**config.mk**
```make
export PLATFORM = sky130hd
export DESIGN_NAME = dice_turn_ctrl_flat
export DESIGN_NICKNAME = d
export VERILOG_FILES = /design/src/rtl/dice_turn_ctrl_if.sv /design/src/rtl/dice_turn_ctrl.sv /design/src/flat_wrapper.sv
export SDC_FILE = /design/constraint.sdc
export NUM_CORES = 1
export LEC_CHECK = 0
export ABC_CLOCK_PERIOD_IN_PS = 3400
export BUFFER_PORTS_ARGS = -buffer_cell sky130_fd_sc_hd__buf_2
export CAP_MARGIN = 20
export CORE_MARGIN = 5
export CORE_UTILIZATION = 45
export CTS_CLUSTER_SIZE = 30
export DETAILED_ROUTE_END_ITERATION = 10
export PLACE_DENSITY = 0.69
export SLEW_MARGIN = 20
export SYNTH_ARGS = -nofsm -noshare
export SYNTH_HDL_FRONTEND = slang
export SYNTH_SLANG_ARGS = --single-unit
```
**constraint.sdc**
```tcl
create_clock -name clk -period 3.4 [get_ports clk]
set_input_delay 0 -clock clk [delete_from_list [all_inputs] [get_ports clk]]
set_output_delay 0 -clock clk [all_outputs]
set_load 0.01 [all_outputs]
```
**src/rtl/dice_turn_ctrl_if.sv**
```systemverilog
// rtl/dice_turn_ctrl_if.sv - signal bundle between players, dice block and display for dice_turn_ctrl
// Purpose: groups the button inputs, the dice roll/throw pair and the score/result
//          display outputs of the turn controller into one interface.
// Signals:
//   btn_p0, btn_p1  player roll buttons, active-high
//   dice_throw[2:0] current value from the dice block
//   dice_roll       drives the dice button input (high = rolling)
//   active_player   player whose turn it is
//   score0, score1  per-player scores, SCORE_W bits
//   result_valid    one-cycle pulse on capture; result[2:0] holds the captured throw
//   winner_valid    high from the winning capture until reset; winner = winning player
// Modports: slave = the controller, master = the environment driving it.
interface dice_turn_ctrl_if #(
  parameter int SCORE_W = 6
);
  logic               btn_p0;
  logic               btn_p1;
  logic [2:0]         dice_throw;
  logic               dice_roll;
  logic               active_player;
  logic [SCORE_W-1:0] score0;
  logic [SCORE_W-1:0] score1;
  logic               result_valid;
  logic [2:0]         result;
  logic               winner_valid;
  logic               winner;

  modport slave (
    input  btn_p0, btn_p1, dice_throw,
    output dice_roll, active_player, score0, score1,
    output result_valid, result, winner_valid, winner
  );

  modport master (
    output btn_p0, btn_p1, dice_throw,
    input  dice_roll, active_player, score0, score1,
    input  result_valid, result, winner_valid, winner
  );
endinterface

```
**src/rtl/dice_turn_ctrl.sv**
```systemverilog
// rtl/dice_turn_ctrl.sv - two-player turn controller for the electronic dice
// Purpose: grants the dice to the active player, holds dice_roll for at least
//          HOLD_MIN cycles, captures the settled throw, keeps saturating scores,
//          gives an extra turn on a six or an invalid throw, and declares a winner.
// Ports:
//   clk    clock
//   reset  synchronous, active-high
//   bus    dice_turn_ctrl_if.slave (buttons, dice_throw in; dice_roll, scores,
//          result/winner outputs, all registered)
// Parameters: TARGET (winning score), HOLD_MIN (1..255), SCORE_W (>= 3).
// Build option: DICE_DEBOUNCE_EN adds a 2-flop synchronizer plus a 3-cycle
//               stability debouncer on each button.
module dice_turn_ctrl #(
  parameter int TARGET   = 20,
  parameter int HOLD_MIN = 4,
  parameter int SCORE_W  = 6
) (
  input logic             clk,
  input logic             reset,
  dice_turn_ctrl_if.slave bus
);
  typedef enum logic [2:0] {
    S_IDLE, S_ROLL, S_SETTLE, S_CAPTURE, S_DONE
  } state_t;

  localparam int unsigned SCORE_MAX = (1 << SCORE_W) - 1;
  localparam logic [7:0]  HOLD_LAST = 8'(HOLD_MIN - 1);
  localparam logic [7:0]  HOLD_SAT  = 8'(HOLD_MIN);

  state_t             r_state, w_state_nxt;
  logic [7:0]         r_roll_cnt, w_roll_cnt_nxt;
  logic               r_dice_roll, w_dice_roll_nxt;
  logic               r_active_player, w_active_nxt;
  logic [SCORE_W-1:0] r_score0, w_score0_nxt;
  logic [SCORE_W-1:0] r_score1, w_score1_nxt;
  logic               r_result_valid, w_result_valid_nxt;
  logic [2:0]         r_result, w_result_nxt;
  logic               r_winner_valid, w_winner_valid_nxt;
  logic               r_winner, w_winner_nxt;

  logic [1:0]         w_btn_raw;
  logic [1:0]         w_btn;
  logic               w_btn_sel;
  logic [SCORE_W-1:0] w_cur_score;
  logic [SCORE_W-1:0] w_new_score;
  logic [31:0]        w_sum;
  logic               w_throw_ok;
  logic               w_win;

  assign w_btn_raw = {bus.btn_p1, bus.btn_p0};

`ifdef DICE_DEBOUNCE_EN
  logic [1:0] r_sync1, r_sync2, r_deb;
  logic [1:0] r_stab_cnt [2];

  // The debounced level follows the synchronized one only after it has
  // differed for three consecutive cycles; any bounce restarts the count.
  always_ff @(posedge clk) begin
    if (reset) begin
      r_sync1 <= '0;
      r_sync2 <= '0;
      r_deb   <= '0;
      for (int i = 0; i < 2; i++) r_stab_cnt[i] <= '0;
    end else begin
      r_sync1 <= w_btn_raw;
      r_sync2 <= r_sync1;
      for (int i = 0; i < 2; i++) begin
        if (r_sync2[i] == r_deb[i]) begin
          r_stab_cnt[i] <= '0;
        end else if (r_stab_cnt[i] == 2'd2) begin
          r_deb[i]      <= r_sync2[i];
          r_stab_cnt[i] <= '0;
        end else begin
          r_stab_cnt[i] <= r_stab_cnt[i] + 2'd1;
        end
      end
    end
  end

  assign w_btn = r_deb;
`else
  assign w_btn = w_btn_raw;
`endif

  // Only the active player's button is ever looked at.
  assign w_btn_sel = r_active_player ? w_btn[1] : w_btn[0];

  // Score after the capture currently being made; invalid throws leave it alone.
  always_comb begin
    w_cur_score = r_active_player ? r_score1 : r_score0;
    w_throw_ok  = (bus.dice_throw != 3'd0) && (bus.dice_throw != 3'd7);
    w_sum       = 32'(w_cur_score) + 32'(bus.dice_throw);
    if (!w_throw_ok)
      w_new_score = w_cur_score;
    else if (w_sum > SCORE_MAX)
      w_new_score = SCORE_W'(SCORE_MAX);
    else
      w_new_score = SCORE_W'(w_sum);
    w_win = 32'(w_new_score) >= 32'(TARGET);
  end

  always_ff @(posedge clk) begin
    if (reset) r_state <= S_IDLE;
    else       r_state <= w_state_nxt;
  end

  always_comb begin
    w_state_nxt = r_state;
    case (r_state)
      S_IDLE:    if (w_btn_sel) w_state_nxt = S_ROLL;
      S_ROLL:    if (!w_btn_sel && (r_roll_cnt >= HOLD_LAST)) w_state_nxt = S_SETTLE;
      S_SETTLE:  w_state_nxt = S_CAPTURE;
      S_CAPTURE: w_state_nxt = w_win ? S_DONE : S_IDLE;
      S_DONE:    w_state_nxt = S_DONE;
      default:   w_state_nxt = S_IDLE;
    endcase
  end

  // Next values of the registered outputs; dice_roll is registered from the
  // next state so it is high exactly during ROLL cycles.
  always_comb begin
    w_roll_cnt_nxt     = r_roll_cnt;
    w_dice_roll_nxt    = (w_state_nxt == S_ROLL);
    w_active_nxt       = r_active_player;
    w_score0_nxt       = r_score0;
    w_score1_nxt       = r_score1;
    w_result_valid_nxt = 1'b0;
    w_result_nxt       = r_result;
    w_winner_valid_nxt = r_winner_valid;
    w_winner_nxt       = r_winner;
    case (r_state)
      S_IDLE: w_roll_cnt_nxt = '0;
      S_ROLL: if (r_roll_cnt < HOLD_SAT) w_roll_cnt_nxt = r_roll_cnt + 8'd1;
      S_CAPTURE: begin
        w_result_nxt       = bus.dice_throw;
        w_result_valid_nxt = 1'b1;
        if (r_active_player) w_score1_nxt = w_new_score;
        else                 w_score0_nxt = w_new_score;
        if (w_win) begin
          w_winner_nxt       = r_active_player;
          w_winner_valid_nxt = 1'b1;
        end else if (w_throw_ok && (bus.dice_throw != 3'd6)) begin
          w_active_nxt = ~r_active_player;
        end
      end
      default: ;
    endcase
  end

  always_ff @(posedge clk) begin
    if (reset) begin
      r_roll_cnt      <= '0;
      r_dice_roll     <= 1'b0;
      r_active_player <= 1'b0;
      r_score0        <= '0;
      r_score1        <= '0;
      r_result_valid  <= 1'b0;
      r_result        <= '0;
      r_winner_valid  <= 1'b0;
      r_winner        <= 1'b0;
    end else begin
      r_roll_cnt      <= w_roll_cnt_nxt;
      r_dice_roll     <= w_dice_roll_nxt;
      r_active_player <= w_active_nxt;
      r_score0        <= w_score0_nxt;
      r_score1        <= w_score1_nxt;
      r_result_valid  <= w_result_valid_nxt;
      r_result        <= w_result_nxt;
      r_winner_valid  <= w_winner_valid_nxt;
      r_winner        <= w_winner_nxt;
    end
  end

  assign bus.dice_roll     = r_dice_roll;
  assign bus.active_player = r_active_player;
  assign bus.score0        = r_score0;
  assign bus.score1        = r_score1;
  assign bus.result_valid  = r_result_valid;
  assign bus.result        = r_result;
  assign bus.winner_valid  = r_winner_valid;
  assign bus.winner        = r_winner;
endmodule
```
**src/flat_wrapper.sv**
```systemverilog
// flat-port wrapper written by rule: the top's interface ports become plain ports
module dice_turn_ctrl_flat 
#(
  parameter int TARGET   = 20,
  parameter int HOLD_MIN = 4,
  parameter int SCORE_W  = 6
)
  (clk, reset, bus_btn_p0, bus_btn_p1, bus_dice_throw, bus_dice_roll, bus_active_player, bus_score0, bus_score1, bus_result_valid, bus_result, bus_winner_valid, bus_winner);
  dice_turn_ctrl_if #(.SCORE_W(SCORE_W)) bus_i ();
  input logic clk;
  input logic reset;
  input wire logic [$bits(bus_i.btn_p0)-1:0] bus_btn_p0;
  input wire logic [$bits(bus_i.btn_p1)-1:0] bus_btn_p1;
  input wire logic [$bits(bus_i.dice_throw)-1:0] bus_dice_throw;
  output wire logic [$bits(bus_i.dice_roll)-1:0] bus_dice_roll;
  output wire logic [$bits(bus_i.active_player)-1:0] bus_active_player;
  output wire logic [$bits(bus_i.score0)-1:0] bus_score0;
  output wire logic [$bits(bus_i.score1)-1:0] bus_score1;
  output wire logic [$bits(bus_i.result_valid)-1:0] bus_result_valid;
  output wire logic [$bits(bus_i.result)-1:0] bus_result;
  output wire logic [$bits(bus_i.winner_valid)-1:0] bus_winner_valid;
  output wire logic [$bits(bus_i.winner)-1:0] bus_winner;
  assign bus_i.btn_p0 = bus_btn_p0;
  assign bus_i.btn_p1 = bus_btn_p1;
  assign bus_i.dice_throw = bus_dice_throw;
  assign bus_dice_roll = bus_i.dice_roll;
  assign bus_active_player = bus_i.active_player;
  assign bus_score0 = bus_i.score0;
  assign bus_score1 = bus_i.score1;
  assign bus_result_valid = bus_i.result_valid;
  assign bus_result = bus_i.result;
  assign bus_winner_valid = bus_i.winner_valid;
  assign bus_winner = bus_i.winner;
  dice_turn_ctrl #(.TARGET(TARGET), .HOLD_MIN(HOLD_MIN), .SCORE_W(SCORE_W)) u_core (.clk(clk), .reset(reset), .bus(bus_i));
endmodule
```
==> impl_metrics.tcl, run 1 <==
set metrics [dict create \
    status "finished, final reports clean" \
    yosys_register_bits 31 \
    cp-end-kind "register" \
    worst_slew_pin_slew_ns 0.669 \
    synth-edff-count 0 \
    fin_crit_ns 2.66 \
    ant_nets 0 \
    finalCritPeriodShare_pct 78.1 \
    postCtsSetupRepairBufs 0 \
    final_core_util_pct 54.1 \
    cts.path.max_buffers 2 \
    cts_resized 0 \
    final_layout_size_suffix_gt1_share_pct 21.9 \
    holdPathEnd "u_core.r_state[0]$_SDFF_PP0_" \
    vdd_ir_drop_max_mv 0.217 \
    antenna_found_initial 0 \
    die_area_um2 4690 \
    pre_cts_ws_ns 0.793 \
    fp.dieW_um 68.5 \
    die_y_um 68.5 \
    finalSetupTns_ns 0 \
    seq_area_um2 621 \
    final-hold-violation-count 0 \
    syn_inst 181 \
    cts.reportedPaths.clkPinSlew_ns 0.10 \
    reg2reg_slack_ns 0.74 \
    max_cap_violations 0 \
    drtPass1Iterations 4 \
    startpoint_type "register" \
    cp_data_arrival_time_ns 2.93 \
    whs_path_depth 3 \
    rsz0062_at_grt "no" \
    cts_root_buf "clkbuf_4" \
    slew_violations 0 \
    row_count 21 \
    avgRoutedWirePerCell_um 13.5 \
    cts_hold_buf 3 \
    core_um2 3340 \
    clock_skew_ns 0.00704 \
    p_total_mw 0.709 \
    initial_core_util_pct 46.1 \
    nFillCells 327 \
    hp-start "bus_btn_p0" \
    cts_htree_levels 2 \
    fin_nets 221 \
    synth_area_per_cell_um2 8.50 \
    reg2reg_from "u_core.bus.active_player$_SDFFE_PP0P_" \
    synth_sequential_area_ratio_pct 40.3 \
    io_pins 27 \
    syn-num-nets 193 \
    hpwl_um 2530 \
    p_per_area_nw_per_um2 392 \
    viasPerCell 5.40 \
    leakage_nw 0.760 \
    synth_area_um2 1540 \
    numCtsBuffers 5 \
    grt_overflow_total 0 \
    worst_r2r_path_depth 10 \
    vias 1383 \
    cts_sinks 31 \
    area_growth_pct 17.4 \
    drc_errors 0 \
    maxSlewHeadroom_pct 55.1 \
    track_usage_pct 16.3 \
    ys_types 40 \
    crit_fanout 4 \
    grt_pass1_vias 1296 \
    synth_flop_cell "dfxtp_1" \
    timing.rr.end "u_core.bus.active_player$_SDFFE_PP0P_" \
    grt_max_degree 26 \
    final-setup-viol-count 0 \
    multiInputGateArea_um2 852 \
    wl_um 3460 \
    ys_async_sr_fraction_pct 0 \
    yosysWarningCount 0 \
    place.gp.congestion 0.931 \
    worstSetupPathType "reg -> reg" \
    cts_tree "built" \
    clk_latency_ns 0.33 \
    grt_pass1_wl_um 5730 \
    diodes 0 \
    critPathRequiredTime_ns 3.67 \
    fmax_mhz 377 \
    drt_iter0_drc 57 \
    min_path_type "in -> reg" \
    io_buffers 26 \
    finalWorstSetupSlack_ns 0.744 \
]
[how the worst max path moves through the flow]
stage / start / to / cells after the start
6_report: u_core.bus.active_player$_SDFFE_PP0P_ / u_core.bus.active_player$_SDFFE_PP0P_ / 10
5_1_grt: u_core.bus.active_player$_SDFFE_PP0P_ / u_core.bus.winner$_SDFFE_PP0N_ / 9
4_1_cts: u_core.bus.active_player$_SDFFE_PP0P_ / u_core.bus.active_player$_SDFFE_PP0P_ / 10
3_5_place_dp: u_core.bus.active_player$_SDFFE_PP0P_ / u_core.bus.winner$_SDFFE_PP0N_ / 8
3_3_place_gp: u_core.bus.active_player$_SDFFE_PP0P_ / u_core.bus.active_player$_SDFFE_PP0P_ / 8
2_1_floorplan: u_core.bus.active_player$_SDFFE_PP0P_ / u_core.bus.active_player$_SDFFE_PP0P_ / 12
[synthesized netlist by cell type (2+ instances only)]
cell | instances | area share, %
clkbuf_1 | 5 | 1.2
or2_2 | 3 | 1.2
mux2i_1 | 8 | 5.2
nor3_1 | 2 | 0.65
a211oi_1 | 7 | 3.4
o21a_1 | 2 | 0.98
a41oi_1 | 3 | 1.7
nor2_1 | 29 | 7.1
buf_2 | 2 | 0.65
a21oi_1 | 17 | 5.5
nor4_1 | 2 | 0.81
nand2b_1 | 4 | 1.6
nand2_1 | 17 | 4.1
inv_1 | 6 | 1.5
and3_1 | 3 | 1.2
mux2_2 | 4 | 2.9
dfxtp_1 | 31 | 40
ha_1 | 4 | 3.3
nand3_1 | 4 | 1.3
o21ai_0 | 7 | 2.3
a31oi_1 | 2 | 0.81
[final cells by class]
type / instances / share of cell area [%]
multi-input combinational: 135 / 47.2
sequential: 31 / 34.3
timing repair buffer: 30 / 9.28
tap: 46 / 3.19
clock buffer: 6 / 2.84
clock inverter: 2 / 1.94
inverter: 6 / 1.25
[power by group]
| group | internal, mW | leakage, nW | switching [mW] |
|---|---|---|---|
| Sequential | 0.366 | 0.250 | 0.00223 |
| Combinational | 0.0147 | 0.461 | 0.0209 |
| Clock | 0.174 | 0.0482 | 0.132 |
| Total | 0.554 | 0.760 | 0.155 |
[per-stage QoR]
stage               instance area [µm²]  hold WS [ns]  std cells
detailed placement                 1690         0.295        245
floorplan                          1540        0.0728        181
global placement                   1690         0.291        245
CTS                                1810        0.0702        256
global route                       1810         0.106        256
finish                             1810        0.0739        256
[layout by cell type (no fill, tap or decap), types with 2 or more instances in the layout]
cell,instances
a211oi_1,7
nor4_1,2
buf_2,26
nor2_1,29
mux2i_1,8
nor3_1,2
o21a_1,2
inv_1,6
nand3_1,4
mux2_2,4
a21oi_1,17
a31oi_1,2
nand2b_1,4
nand2_1,17
o21ai_0,7
or2_2,3
and3_1,3
ha_1,4
dfxtp_1,31
clkbuf_4,5
dlygate4sd3_1,3
a41oi_1,3
[state kept, by name (all words and copies together), names as in the netlist]
| register | flops |
|---|---|
| u_core.bus.active_player | 1 |
| u_core.bus.dice_roll | 1 |
| u_core.bus.result | 3 |
| u_core.bus.result_valid | 1 |
| u_core.bus.score0 | 6 |
| u_core.bus.score1 | 6 |
| u_core.bus.winner | 1 |
| u_core.bus.winner_valid | 1 |
| u_core.r_roll_cnt | 8 |
| u_core.r_state | 3 |
[layer usage]
metal  track usage (%)  wire length (µm)  vias to the layer above
li1                  -                 -                      696
met1              20.7              1680                      651
met2              26.1              1540                       29
met3              3.78               161                        7
met4              7.44                64                        0
met5                 0                 0                        -
[cells by family after synthesis]
logic type / count (synthesis) / synth area share [%]
AND/OR/NAND/NOR: 71 / 21.5
flip-flops: 31 / 40.3
adder cells (fa/ha/maj): 5 / 4.55
AO/OA/AOI/OAI: 44 / 18.5
buffers and inverters: 15 / 4.31
XOR/XNOR: 2 / 1.63
multiplexers: 13 / 9.11
[critical path, cell delays in order (launching register included)]
cell	delay [ns]
dfxtp_1	0.36
mux2_2	0.25
ha_1	0.17
inv_1	0.06
fa_1	0.39
nor2b_1	0.21
o2111ai_1	0.18
mux2i_1	0.20
o21a_1	0.15
or4_1	0.47
a21oi_1	0.15
Power figures use the tool's default switching activity.
==> run 2: changes to the inputs <==
- ABC_AREA: unset -> 1
- ABC_CLOCK_PERIOD_IN_PS: 3400 -> 2650
- clock period: 3.4 -> 2.65 ns (I/O delays scaled with it)
==> run 2 against run 1 <==
Net effect: non-clock buffer count decreased by 1; worst hold slack worse by 0.078 ns; area after synthesis grew 3.5%; first-iteration DRC count up 11%; cell count is 20% higher; setup slack got worse by 0.44 ns; global-route usage down 1.7 points; sequential power grew 29%; die area is 3.0% higher; wire length rose by 0.43%; the run now ends with negative hold slack left.
==> impl_metrics.tcl, run 2 <==
set metrics [dict create \
    ys_async_sr_fraction_pct 0 \
    yosysTopAreaCell "dfxtp_1" \
    wl_um 3470 \
    hpwl_um 2550 \
    place_inst 296 \
    status "complete, but fails checks" \
    ant_nets 0 \
    finalCritPeriodShare_pct 88.4 \
    synth-edff-count 0 \
    seqPwrFrac_pct 50.6 \
    p_per_area_nw_per_um2 502 \
    cts_sinks 31 \
    synth_area_per_cell_um2 7.02 \
    p_sw_share_pct 23.6 \
    timing.rr.end "u_core.bus.active_player$_SDFFE_PP0P_" \
    intPower_mw 0.717 \
    fmax_mhz 427 \
    multiInputGateArea_um2 802 \
    final_layout_size_suffix_gt1_share_pct 21.2 \
    nFillCells 321 \
    avgRoutedWirePerCell_um 11.3 \
    min_path_type "in -> reg" \
    core_um2 3390 \
    finalNonFillerCells 306 \
    p_sw_mw 0.222 \
    initial_core_util_pct 47.0 \
    synth_sequential_area_ratio_pct 39.0 \
    final_core_util_pct 55.2 \
    fp.dieW_um 69.5 \
    die_y_um 69.5 \
    synthTopCellsByArea "dfxtp_1 (39%), nand2_1 (10%), inv_1 (8.2%)" \
    crit_start "u_core.bus.active_player$_SDFFE_PP0P_" \
    synth_top_area_share_pct 39.0 \
    syn_inst 227 \
    endpoint "u_core.bus.active_player$_SDFFE_PP0P_" \
    place.gp.congestion 0.989 \
    layout_commonest_cell "nand2_1" \
    worst_r2r_path_depth 16 \
    syn-num-nets 239 \
    critPathRequiredTime_ns 2.89 \
    cts_resized 0 \
    yosysWarningCount 0 \
    yosys_register_bits 31 \
    max_cap_violations 0 \
    drtPass1Iterations 4 \
    final-setup-viol-count 0 \
    grt_pass1_vias 1319 \
    cts.path.max_buffers 2 \
    drt_iter0_drc 63 \
    row_count 21 \
    largest_register_ffs 8 \
    slew_violations 0 \
    synth.most_common_cell "nand2_1" \
    leakage_nw 0.976 \
    reg2reg_slack_ns 0.31 \
    grt_pass1_wl_um 5750 \
    antenna_found_initial 0 \
    crit_fanout 15 \
    final-hold-violation-count 1 \
    clock_skew_ns 0.0152 \
    violations "negative hold slack" \
    vias 1476 \
    rsz0062_at_grt "no" \
    layout_common_cells "nand2_1 (43), inv_1 (35), dfxtp_1 (31), nor2_1 (26), buf_2 (26)" \
    holdWs_ns -0.00416 \
    finalSetupTns_ns 0 \
    cts_tree "built" \
    grt_max_degree 20 \
    synth_area_um2 1590 \
    cts_htree_levels 2 \
    seq_area_um2 621 \
    numCtsBuffers 5 \
    cp_data_arrival_time_ns 2.58 \
    synth_common_cells "nand2_1 (43), inv_1 (35), dfxtp_1 (31)" \
    vdd_ir_drop_max_mv 0.275 \
    area_growth_pct 17.4 \
    regMostFlops "u_core.r_roll_cnt" \
    diodes 0 \
    worst_slew_pin_slew_ns 0.362 \
    grt_overflow_total 0 \
    io_pins 27 \
    track_usage_pct 14.7 \
    maxSlewHeadroom_pct 75.8 \
    die_area_um2 4830 \
    cts.reportedPaths.clkPinSlew_ns 0.10 \
    cp-end-kind "register" \
    comb_power_share_pct 7.1 \
    cts_root_buf "clkbuf_4" \
    reg2reg_from "u_core.bus.active_player$_SDFFE_PP0P_" \
    fin_crit_ns 2.34 \
    postCtsSetupRepairBufs 0 \
    io_buffers 26 \
    clk_latency_ns 0.35 \
    clkPwrFrac_pct 42.4 \
    synth_flop_cell "dfxtp_1" \
    worstSetupPathType "reg -> reg" \
    viasPerCell 4.82 \
    drc_errors 0 \
    startpoint_type "register" \
    fin_nets 271 \
    p_total_mw 0.939 \
    ys_types 28 \
]
run 2: cell count changes in the layout (fill, tap and decap cells not counted), moves of 7 or more:
cell and delta:
a211oi_1 -7, o21ai_1 +7, inv_1 +29, o21ai_0 +18, nand2_1 +26, mux2i_1 -8
run 2: worst min path at each step:
stage | from | cells after the start | slack (ns) | endpoint
after floorplan | bus_dice_throw[2] | 2 | 0.13 | u_core.bus.result[2]$_SDFFE_PP0P_
after global placement | bus_dice_throw[0] | 3 | 0.32 | u_core.bus.result[0]$_SDFFE_PP0P_
after detailed placement | bus_dice_throw[2] | 3 | 0.32 | u_core.bus.result[2]$_SDFFE_PP0P_
after CTS | bus_dice_throw[1] | 3 | 0.006 | u_core.bus.result[1]$_SDFFE_PP0P_
after global routing | bus_dice_throw[1] | 3 | 0.03 | u_core.bus.result[1]$_SDFFE_PP0P_
final | bus_dice_throw[1] | 3 | -0.004 | u_core.bus.result[1]$_SDFFE_PP0P_
run 2: layout make-up:
| class | instances | share of cell area [%] |
|---|---|---|
| Multi-Input combinational cell | 153 | 42.9 |
| Sequential cell | 31 | 33.2 |
| Timing Repair Buffer | 29 | 8.43 |
| Inverter | 39 | 7.83 |
| Tap cell | 46 | 3.08 |
| Clock buffer | 6 | 2.74 |
| Clock inverter | 2 | 1.87 |
run 2: metal layers:
metal | up-vias | share of wire, % | GRT usage, %
met2 | 41 | 42 | 21.2
met1 | 646 | 50 | 19.2
met4 | 0 | 1.5 | 8.24
li1 | 783 | - | -
met3 | 6 | 6.1 | 4.64
met5 | - | 0 | 0
run 2: kinds of logic (layout without fill, tap and decap cells):
group	count (synthesis)	after routing	synth area share (%)
flip-flops	31	31	39.0
buffers and inverters	43	76	10.7
adder cells (fa/ha/maj)	5	5	4.40
AO/OA/AOI/OAI	53	53	18.5
AND/OR/NAND/NOR	94	94	26.9
XOR/XNOR	1	1	0.550
run 2: through the flow:
stage | worst slack [ns] | cell area, µm² | hold slack [ns]
CTS | 0.342 | 1870 | 0.00622
global placement | 0.396 | 1760 | 0.321
detailed placement | 0.351 | 1760 | 0.325
floorplan | 0.313 | 1590 | 0.135
global route | 0.111 | 1870 | 0.0335
finish | 0.307 | 1870 | -0.00416
run 2: repair_timing:
action | in CTS | in global routing
setup endpoints to repair | 0 | 0
hold buffers | 2 | 0
hold endpoints to repair | 2 | 0
run 2: worst max-delay path, cell delays in order (launching register included):
cell     delay, ns
dfxtp_1       0.36
buf_4         0.23
nand2_1       0.07
o21ai_1       0.15
inv_1         0.07
ha_1          0.35
inv_1         0.05
o21ai_0       0.14
nand2_1       0.10
nor2_4        0.12
nand2_1       0.06
o21ai_1       0.14
nand2_1       0.13
nand3_1       0.10
nand2_1       0.06
nand2_1       0.07
nor2_2        0.04
run 2: power groups by stage:
stage,clock [mW],sequential [mW],combinational [mW]
2_1_floorplan,0,0.486,0.0444
3_3_place_gp,0,0.485,0.0637
4_1_cts,0.400,0.475,0.0660
6_report,0.398,0.475,0.0662
5_1_grt,0.423,0.476,0.0768
3_5_place_dp,0,0.485,0.0636
==> run 3: changes to the inputs <==
- BUFFER_PORTS_ARGS: -buffer_cell sky130_fd_sc_hd__buf_2 -> unset
- DONT_BUFFER_PORTS: unset -> 1
- PLACE_DENSITY: 0.69 -> 0.63
==> run 3 against run 2 <==
Net effect: the run now ends clean; highest routed layer unchanged; clock-buffer cell count unchanged; via count down 7.2%; non-clock buffer count shrank 21; final area decreased by 4.3%; power decreased by 1.6%; sequential share of layout area increased by 1.6 points; largest cell class unchanged; wire length shrank 1.5%; clock skew shrank 0.0093 ns; sequential power is essentially flat.
==> impl_metrics.tcl, run 3 (same netlist as run 2, synthesis figures left out) <==
set metrics [dict create \
    cts.path.max_buffers 2 \
    cts_sinks 31 \
    fin_nets 250 \
    clkPwrFrac_pct 41.9 \
    comb_power_share_pct 6.6 \
    whs_path_depth 6 \
    slew_violations 0 \
    leakage_nw 0.864 \
    seqPwrFrac_pct 51.5 \
    drt_iter0_drc 113 \
    cts_htree_levels 2 \
    crit_fanout 3 \
    layout_commonest_cell "nand2_1" \
    antenna_found_initial 0 \
    cts.reportedPaths.clkPinSlew_ns 0.10 \
    final_area_um2 1790 \
    fin_crit_ns 2.39 \
    hp-start "bus_dice_throw[1]" \
    viasPerCell 4.80 \
    final_layout_size_suffix_gt1_share_pct 13.0 \
    holdWs_ns 0.0817 \
    drc_errors 0 \
    cp_data_arrival_time_ns 2.65 \
    finalSetupTns_ns 0 \
    worst_r2r_path_depth 16 \
    avgRoutedWirePerCell_um 12.0 \
    place_area_um2 1640 \
    hpwl_um 2530 \
    io_buffers 0 \
    p_sw_share_pct 22.4 \
    final-setup-viol-count 0 \
    finalCritPeriodShare_pct 90.3 \
    p_per_area_nw_per_um2 516 \
    critPathRequiredTime_ns 2.91 \
    timing.rr.end "u_core.r_state[2]$_SDFF_PP0_" \
    fmax_mhz 418 \
    place.gp.congestion 0.768 \
    grt_max_degree 19 \
    grt_overflow_total 0 \
    final_core_util_pct 52.8 \
    cpMostUsedCell "nand2_1" \
    drtPass1Iterations 4 \
    reg2reg_slack_ns 0.26 \
    cts_root_buf "clkbuf_4" \
    final-hold-violation-count 0 \
    min_path_type "in -> reg" \
    io_pins 27 \
    vias 1369 \
    clk_latency_ns 0.33 \
    status "finished, final reports clean" \
    row_count 21 \
    regMostFlops "u_core.r_roll_cnt" \
    initial_core_util_pct 47.0 \
    grt_pass1_wl_um 5820 \
    slowest_delay_ns 0.41 \
    p_sw_mw 0.207 \
    intPower_mw 0.717 \
    area_growth_pct 12.3 \
    grt_pass1_vias 1232 \
    ant_nets 0 \
    worstPathCellList "inv_1 > nand2_1 > o21ai_0 > inv_1 > ha_1 > inv_1 > fa_1 > o21ai_0 > nand2_1 > nor2_4 > nand2_1 > o21ai_1 > nand2_1 > nand2_2 > nand2_1 > a21oi_1" \
    numCtsBuffers 5 \
    track_usage_pct 15.3 \
    clock_skew_ns 0.00588 \
    fp.dieW_um 69.5 \
    postCtsSetupRepairBufs 0 \
    startpoint_type "register" \
    cp-end-kind "register" \
    reg2reg_from "u_core.bus.score1[0]$_SDFFE_PP0P_" \
    rsz0062_at_grt "no" \
    die_y_um 69.5 \
    slowest_stage "dfxtp_1" \
    vdd_ir_drop_max_mv 0.256 \
    worstSetupPathType "reg -> reg" \
    p_total_mw 0.924 \
    maxSlewHeadroom_pct 54.8 \
    diodes 0 \
    max_cap_violations 0 \
    die_area_um2 4830 \
    holdPathEnd "u_core.bus.active_player$_SDFFE_PP0P_" \
    nFillCells 331 \
    worst_slew_pin_slew_ns 0.676 \
    core_um2 3390 \
    layout_common_cells "nand2_1 (43), inv_1 (35), dfxtp_1 (30), nor2_1 (26), o21ai_0 (25)" \
    largest_register_ffs 8 \
    cts_tree "built" \
    wl_um 3420 \
]
-- run 3: metal layers --
| layer | vias up | track usage [%] | part of all wire (%) |
|---|---|---|---|
| met2 | 36 | 22.2 | 44 |
| met1 | 586 | 19.9 | 48 |
| li1 | 743 | - | - |
| met5 | - | 0 | 0 |
| met3 | 4 | 6.52 | 7.0 |
| met4 | 0 | 5.86 | 1.1 |
-- run 3: layout make-up --
type / count / area (µm²) / share of cell area [%]
Clock inverter: 2 / 35.0 / 1.96
Tap cell: 46 / 57.6 / 3.22
Inverter: 39 / 146 / 8.18
Multi-Input combinational cell: 153 / 802 / 44.8
Sequential cell: 31 / 622 / 34.8
Timing Repair Buffer: 8 / 75.1 / 4.20
Clock buffer: 6 / 51.3 / 2.87
-- run 3: power groups by stage --
stage / sequential [mW] / clock (mW) / combinational (mW)
CTS: 0.476 / 0.402 / 0.0613
global route: 0.477 / 0.420 / 0.0710
floorplan: 0.486 / 0 / 0.0444
finish: 0.476 / 0.387 / 0.0610
global placement: 0.486 / 0 / 0.0493
detailed placement: 0.486 / 0 / 0.0488
-- run 3: how the worst max path moves through the flow --
stage                                                     start                                    end  slack [ns]  cells past startpoint
final                         u_core.bus.score1[0]$_SDFFE_PP0P_           u_core.r_state[2]$_SDFF_PP0_        0.26                     16
after global routing          u_core.bus.score1[0]$_SDFFE_PP0P_  u_core.bus.active_player$_SDFFE_PP0P_        0.04                     17
after CTS                 u_core.bus.active_player$_SDFFE_PP0P_           u_core.r_state[2]$_SDFF_PP0_        0.20                     14
after detailed placement  u_core.bus.active_player$_SDFFE_PP0P_         u_core.bus.winner$_SDFFE_PP0N_        0.24                     15
after global placement    u_core.bus.active_player$_SDFFE_PP0P_  u_core.bus.active_player$_SDFFE_PP0P_        0.32                     15
after floorplan           u_core.bus.active_player$_SDFFE_PP0P_  u_core.bus.active_player$_SDFFE_PP0P_        0.31                     16
-- run 3: worst max-delay path, delay by kind of cell (launching register included) --
family	cells	cell delay [ns]
buf+inv	3	0.20
fa+ha+maj	2	0.54
compound gates	4	0.52
flops	1	0.41
simple gates	7	0.65
-- run 3: per-stage QoR --
| stage | setup slack (ns) | cells |
|---|---|---|
| finish | 0.256 | 285 |
| global route | 0.0390 | 285 |
| CTS | 0.203 | 285 |
| detailed placement | 0.236 | 271 |
| global placement | 0.321 | 271 |
| floorplan | 0.313 | 227 |
-- run 3: what timing repair did --
item,CTS,global route
endpoints found under the hold margin,22,0
gates resized for setup,0,1
setup endpoints to repair,0,2
hold buffers,6,0
